--- src/rtl/lcd_pkg.sv ---
// rtl/lcd_pkg.sv - shared types, timing defaults and command codes for the character LCD path
// Purpose: FSM state encoding, 50 MHz timing defaults, HD44780 command codes
//          and a DDRAM address helper used by the LCD transport and its sources.
// Ports:   none (package).
package lcd_pkg;

  typedef enum logic [3:0] {
    ST_IDLE,
    ST_SETUP_H,
    ST_PULSE_H,
    ST_HOLD_H,
    ST_GAP,
    ST_SETUP_L,
    ST_PULSE_L,
    ST_HOLD_L,
    ST_WAIT
  } lcd_state_t;

  // Default timing in 50 MHz clock cycles.
  localparam int DEF_T_SETUP    = 2;      // 40 ns
  localparam int DEF_T_PULSE    = 12;     // 240 ns
  localparam int DEF_T_HOLD     = 1;
  localparam int DEF_T_GAP      = 50;     // 1 us
  localparam int DEF_T_WAIT     = 2000;   // 40 us
  localparam int DEF_T_CLR_WAIT = 82000;  // 1.64 ms
  localparam int DEF_CNT_W      = 17;

  // Controller command codes.
  localparam logic [7:0] FUNC_SET_4BIT = 8'h28;
  localparam logic [7:0] ENTRY_INC     = 8'h06;
  localparam logic [7:0] DISP_ON       = 8'h0C;
  localparam logic [7:0] CLEAR         = 8'h01;
  localparam logic [7:0] HOME          = 8'h02;

  // DDRAM address of the first character on line 2.
  localparam logic [6:0] LINE2_BASE    = 7'h40;

  // Set DDRAM Address command for a character position.
  function automatic logic [7:0] ddram_addr(input logic [6:0] addr);
    return 8'h80 | {1'b0, addr};
  endfunction

endpackage

--- src/rtl/lcd_byte_writer.sv ---
// rtl/lcd_byte_writer.sv - timed 4-bit transport of command/data bytes to the character LCD
// Purpose: accepts one byte per valid/ready handshake and emits it as one or two
//          nibbles with setup, E-pulse, hold, inter-nibble gap and execution wait.
// Ports:
//   clk, rst                 clock, synchronous active-high reset
//   in_valid/in_ready        byte handshake
//   in_rs, in_nibble_only    register select, send high nibble only
//   in_data[7:0]             byte to send
//   busy                     byte in flight
//   sf_e, e, rs, rw          LCD select, enable strobe, register select, read/write
//   d, c, b, a               LCD data nibble, bit 3 down to bit 0
module lcd_byte_writer
  import lcd_pkg::*;
#(
  parameter int T_SETUP    = DEF_T_SETUP,
  parameter int T_PULSE    = DEF_T_PULSE,
  parameter int T_HOLD     = DEF_T_HOLD,
  parameter int T_GAP      = DEF_T_GAP,
  parameter int T_WAIT     = DEF_T_WAIT,
  parameter int T_CLR_WAIT = DEF_T_CLR_WAIT,
  parameter int CNT_W      = DEF_CNT_W
) (
  input  logic       clk,
  input  logic       rst,
  input  logic       in_valid,
  output logic       in_ready,
  input  logic       in_rs,
  input  logic       in_nibble_only,
  input  logic [7:0] in_data,
  output logic       busy,
  output logic       sf_e,
  output logic       e,
  output logic       rs,
  output logic       rw,
  output logic       d,
  output logic       c,
  output logic       b,
  output logic       a
);

  // Counter reload values: each state lasts exactly T cycles.
  localparam logic [CNT_W-1:0] LD_SETUP = CNT_W'(T_SETUP - 1);
  localparam logic [CNT_W-1:0] LD_PULSE = CNT_W'(T_PULSE - 1);
  localparam logic [CNT_W-1:0] LD_HOLD  = CNT_W'(T_HOLD - 1);
  localparam logic [CNT_W-1:0] LD_GAP   = CNT_W'(T_GAP - 1);
  localparam logic [CNT_W-1:0] LD_WAIT  = CNT_W'(T_WAIT - 1);
  localparam logic [CNT_W-1:0] LD_CLR   = CNT_W'(T_CLR_WAIT - 1);

  lcd_state_t       state;
  logic [CNT_W-1:0] cnt;
  logic [3:0]       low_nib;
  logic             nib_only_q;
  logic             long_wait_q;
  logic [3:0]       nib;

  // Write-only interface with the LCD permanently selected.
  assign sf_e = 1'b1;
  assign rw   = 1'b0;
  assign {d, c, b, a} = nib;

  always_ff @(posedge clk) begin
    if (rst) begin
      state       <= ST_IDLE;
      cnt         <= '0;
      low_nib     <= '0;
      nib_only_q  <= 1'b0;
      long_wait_q <= 1'b0;
      nib         <= '0;
      rs          <= 1'b0;
      e           <= 1'b0;
      in_ready    <= 1'b0;
      busy        <= 1'b0;
    end else if (state == ST_IDLE) begin
      if (in_ready && in_valid) begin
        low_nib     <= in_data[3:0];
        nib_only_q  <= in_nibble_only;
        // Clear Display and Return Home execute far slower than other commands.
        long_wait_q <= !in_rs && !in_nibble_only && (in_data == CLEAR || in_data == HOME);
        rs          <= in_rs;
        nib         <= in_data[7:4];
        in_ready    <= 1'b0;
        busy        <= 1'b1;
        cnt         <= LD_SETUP;
        state       <= ST_SETUP_H;
      end else begin
        // Raises in_ready on the first edge after reset releases.
        in_ready <= 1'b1;
        busy     <= 1'b0;
      end
    end else if (cnt != '0) begin
      cnt <= cnt - CNT_W'(1);
    end else begin
      case (state)
        ST_SETUP_H: begin
          e     <= 1'b1;
          cnt   <= LD_PULSE;
          state <= ST_PULSE_H;
        end
        ST_PULSE_H: begin
          e     <= 1'b0;
          cnt   <= LD_HOLD;
          state <= ST_HOLD_H;
        end
        ST_HOLD_H: begin
          if (nib_only_q) begin
            cnt   <= long_wait_q ? LD_CLR : LD_WAIT;
            state <= ST_WAIT;
          end else begin
            cnt   <= LD_GAP;
            state <= ST_GAP;
          end
        end
        ST_GAP: begin
          nib   <= low_nib;
          cnt   <= LD_SETUP;
          state <= ST_SETUP_L;
        end
        ST_SETUP_L: begin
          e     <= 1'b1;
          cnt   <= LD_PULSE;
          state <= ST_PULSE_L;
        end
        ST_PULSE_L: begin
          e     <= 1'b0;
          cnt   <= LD_HOLD;
          state <= ST_HOLD_L;
        end
        ST_HOLD_L: begin
          cnt   <= long_wait_q ? LD_CLR : LD_WAIT;
          state <= ST_WAIT;
        end
        ST_WAIT: begin
          // rs and nibble stay on the pins until the next accept.
          in_ready <= 1'b1;
          busy     <= 1'b0;
          state    <= ST_IDLE;
        end
        default: begin
          e     <= 1'b0;
          state <= ST_IDLE;
        end
      endcase
    end
  end

endmodule

--- config.mk ---
export PLATFORM = sky130hd
export DESIGN_NAME = lcd_byte_writer
export DESIGN_NICKNAME = d
export VERILOG_FILES = /design/src/rtl/lcd_pkg.sv /design/src/rtl/lcd_byte_writer.sv
export SDC_FILE = /design/constraint.sdc
export NUM_CORES = 1
export LEC_CHECK = 0
export BUFFER_PORTS_ARGS = -buffer_cell sky130_fd_sc_hd__clkbuf_2
export CELL_PAD_IN_SITES_DETAIL_PLACEMENT = 0
export CELL_PAD_IN_SITES_GLOBAL_PLACEMENT = 1
export CORE_ASPECT_RATIO = 1.2
export CORE_MARGIN = 4
export CORE_UTILIZATION = 45
export DETAILED_ROUTE_END_ITERATION = 10
export GPL_ROUTABILITY_DRIVEN = 0
export GPL_TIMING_DRIVEN = 0
export PLACE_DENSITY = 0.83
export SLEW_MARGIN = 10
export SYNTH_ARGS = -nofsm -noshare
export SYNTH_HDL_FRONTEND = slang
export SYNTH_SLANG_ARGS = --single-unit
export TNS_END_PERCENT = 100
--- constraint.sdc ---
create_clock -name clk -period 3.2 [get_ports clk]
set_input_delay 0.64 -clock clk [delete_from_list [all_inputs] [get_ports clk]]
set_output_delay 0.64 -clock clk [all_outputs]
set_load 0.01 [all_outputs]
==> flow_summary_export.csv <==
group,metric,value,unit
yosys,synth_cell_types,53,
cells_and_area,drive_above_1_share,18.7,%
floorplanning,ios,23,
timing,rsz0062_at_grt,"no",
yosys,yosysSeqAreaShare,35.6,%
clock_tree,cts_tree,"built",
route,vias_per_cell,5.83,
grt,grt_pass1_wl,8740,µm
yosys,netlist_area,0.00197,mm²
timing,fin_setup_tns,0,ps
yosys,synthesis.instances,245,
yosys,synth_top_area_share,35.6,%
yosys,yosysWarnings,0,
cells_and_area,final_cells,329,
yosys,synth_top_family_by_area,"compound AO/OA/AOI/OAI gates",
timing,maxSlewViolCount,0,
cells_and_area,syn2layout_area_growth,12.9,%
pwr,finalPower,2.85,mW
timing,period_needed,2310,ps
route,drt-total-wl,5120,µm
hold_path,holdCritStartpoint,"low_nib[2]",
timing,finalSetupViolations,0,
yosys,yosys.area_share.simple,23.9,%
place,dp_hpwl,3890,µm
worst_setup_path,cp.arrival,2480,ps
worst_setup_path,r2r-end,"cnt[9]",
yosys,async_reset_ff_share,0,%
cells_and_area,final_nets,287,
yosys,syn_nets,260,
clock_tree,post_cts_buffers,0,
clock_tree,ctsResizeCount,0,
worst_setup_path,rrSetupSlack,890,ps
flow_run,max-cap-violations,0,
yosys,avgSynthCellArea,8.02,µm²
grt,antenna_found_initial,0,
yosys,synth_xor_area_share,2.23,%
clock_tree,ctsRootBufferMaster,"clkbuf_8",
pwr,leakagePower,0.859,nW
clock_tree,clock_sinks,35,
route,firstDrtPassIters,4,
hold_path,whs_endpoint,"low_nib[2]",
route,drcViolationCount,0,
pwr,p_per_area,1280,mW/mm²
place,io_buffers,20,
hold_path,worstHoldPathType,"reg2reg",
yosys,synth_compound_area_share,27.6,%
place,placed_cells,321,
worst_setup_path,crit_fanout,10,
yosys,synth-seq-cells,35,
timing,post-route-period-util,72.3,%
yosys,synth_top_cell_by_area,"dfxtp_1",
clock_tree,htreeDepth,2,
floorplanning,dieArea,0.00549,mm²
timing,hold_viol_final,0,
route,vias,1919,
timing,max_freq,432,MHz
worst_setup_path,reg2reg_from,"cnt[0]",
grt,grt_max_degree,12,
yosys,synth.area.mux_share,3.18,%
floorplanning,die_y,80.4,µm
hold_path,whs_path_depth,2,
clock_tree,clk_pin_slew,70,ps
floorplanning,core,0.00423,mm²
clock_tree,cts-buffers-inserted,5,
clock_tree,clkLatencyLatePin,280,ps
worst_setup_path,rr_worst_depth,8,
route,post_drt_wl_per_cell,15.6,µm
yosys,synthAdderAreaFrac,1.27,%
floorplanning,initial_utilization,46.5,%
cells_and_area,diodes,0,
yosys,synth_top_flop_cell,"dfxtp_1",
worst_setup_path,cp-start-kind,"register",
timing,slew_headroom,41.0,%
status,status,"complete, no violations",
route,drt_iter0_markers,106,
worst_setup_path,required,3370,ps
grt,grt_pass1_vias,1842,
grt,gr-total-overflow,0,
pwr,ir_drop,0.000605,V
floorplanning,die_w,68.3,µm
floorplanning,rows,26,
timing,tightest_slew,877,ps
route,ant_nets,0,
grt,gr-usage-all-layers,20.8,%
timing,skew,5.90,ps
clock_tree,clk_path_buf_depth,2,
worst_setup_path,end_kind,"register",
yosys,synth_edf_count,0,
yosys,synth_area_leaders,"dfxtp_1 36%, a21oi_1 7.9%, o21ai_0 5.3%, nand2_1 5.2%, nor2_1 2.7%",
clock_tree,ctsHoldBuffers,0,
worst_setup_path,crit_type,"reg2reg",
## worst max-delay path, stage by stage (launching register included)
cell and delay, ps:
dfxtp_1 350, inv_1 110, ha_1 150, nor4b_1 430, nand4_2 310, buf_2 300, o21bai_1 270, o22ai_1 140
o2bb2ai_1 140
## cells in the mapped netlist, types with 2 or more instances
cell / instances
dfxtp_1: 35
a21oi_1: 31
nand2_1: 27
o21ai_0: 21
nor2_1: 14
nor3_1: 10
buf_2: 9
clkbuf_1: 6
inv_1: 6
nand3_1: 5
nor4_1: 5
a211oi_1: 4
a311oi_1: 4
a31oi_1: 4
mux2i_1: 4
or3_1: 4
a21o_1: 3
buf_4: 3
nand2b_1: 3
nor4_2: 3
xor2_1: 3
conb_1: 2
ha_1: 2
nand3b_1: 2
nand4_1: 2
o211ai_1: 2
o2bb2ai_1: 2
o31ai_1: 2
or4_1: 2
xnor2_1: 2
## power by group
| group | switching [mW] | total, mW | internal, mW | leakage (nW) |
|---|---|---|---|---|
| clock | 0.160 | 0.309 | 0.149 | 0.0477 |
| sequential | 0.124 | 0.683 | 0.559 | 0.285 |
| combinational | 1.20 | 1.86 | 0.655 | 0.526 |
## layer usage
layer	share of wire, %	vias up	GRT usage (%)
li1	-	956	-
met1	46	914	26.5
met2	49	43	34.0
met3	3.6	6	4.48
met4	1.4	0	6.96
met5	0	-	0
## placed cells by master (no fill, tap or decap), types with 3 or more instances in the layout
master    count
clkbuf_1      6
nor4_2        3
clkbuf_2     20
o21ai_0      21
dfxtp_1      35
nand2b_1      3
clkinv_2      3
nand2_1      27
a21oi_1      31
a311oi_1      4
mux2i_1       4
a211oi_1      4
xor2_1        3
nand3_1       5
or3_1         4
clkbuf_8      5
nor2_1       14
buf_2         9
inv_1         6
buf_4         3
a31oi_1       4
nor4_1        5
a21o_1        3
nor3_1       10
## how the worst max path moves through the flow
stage          startpoint      to  slack, ps  depth (start not counted)
2_1_floorplan      cnt[0]  cnt[9]       1320                          8
4_1_cts            cnt[0]  cnt[9]        900                          8
3_3_place_gp       cnt[0]  cnt[9]        890                          8
6_report           cnt[0]  cnt[9]        890                          8
5_1_grt            cnt[0]  cnt[9]        680                          8
3_5_place_dp       cnt[0]  cnt[9]        900                          8
## state kept, by name, indices dropped and copies added (netlist names)
| signal | cells |
|---|---|
| rs | 1 |
| state | 4 |
| cnt | 17 |
| low_nib | 4 |
| busy | 1 |
| long_wait_q | 1 |
| in_ready | 1 |
| e | 1 |
| nib | 4 |
| nib_only_q | 1 |
## through the flow
step                hold slack (ps)  setup WS, ps  utilization [%]  area, µm²
CTS                             460           903             52.5       2220
global route                    475           676             52.5       2220
detailed placement              450           900             50.5       2140
global placement                444           893             50.5       2140
finish                          459           885             52.5       2220
floorplan                       436          1320                -       1970
## cells by family after synthesis
group | after synthesis
xor gates and xnor gates | 5
adders and majority gates | 2
buffers and inverters | 24
muxes | 5
AOI/OAI and AO/OA | 86
other | 2
and+or+nand+nor | 86
DFF | 35
## area by class of cell
class	count	area, µm²
fill	452	2010
buffer	18	90.1
timing repair buffer	20	100
multi-input combinational	186	1150
clock buffer	5	68.8
tap	56	70.1
sequential	35	701
inverter	6	22.5
clock inverter	3	15.0
No activity file was read; power rests on OpenSTA's default activity.
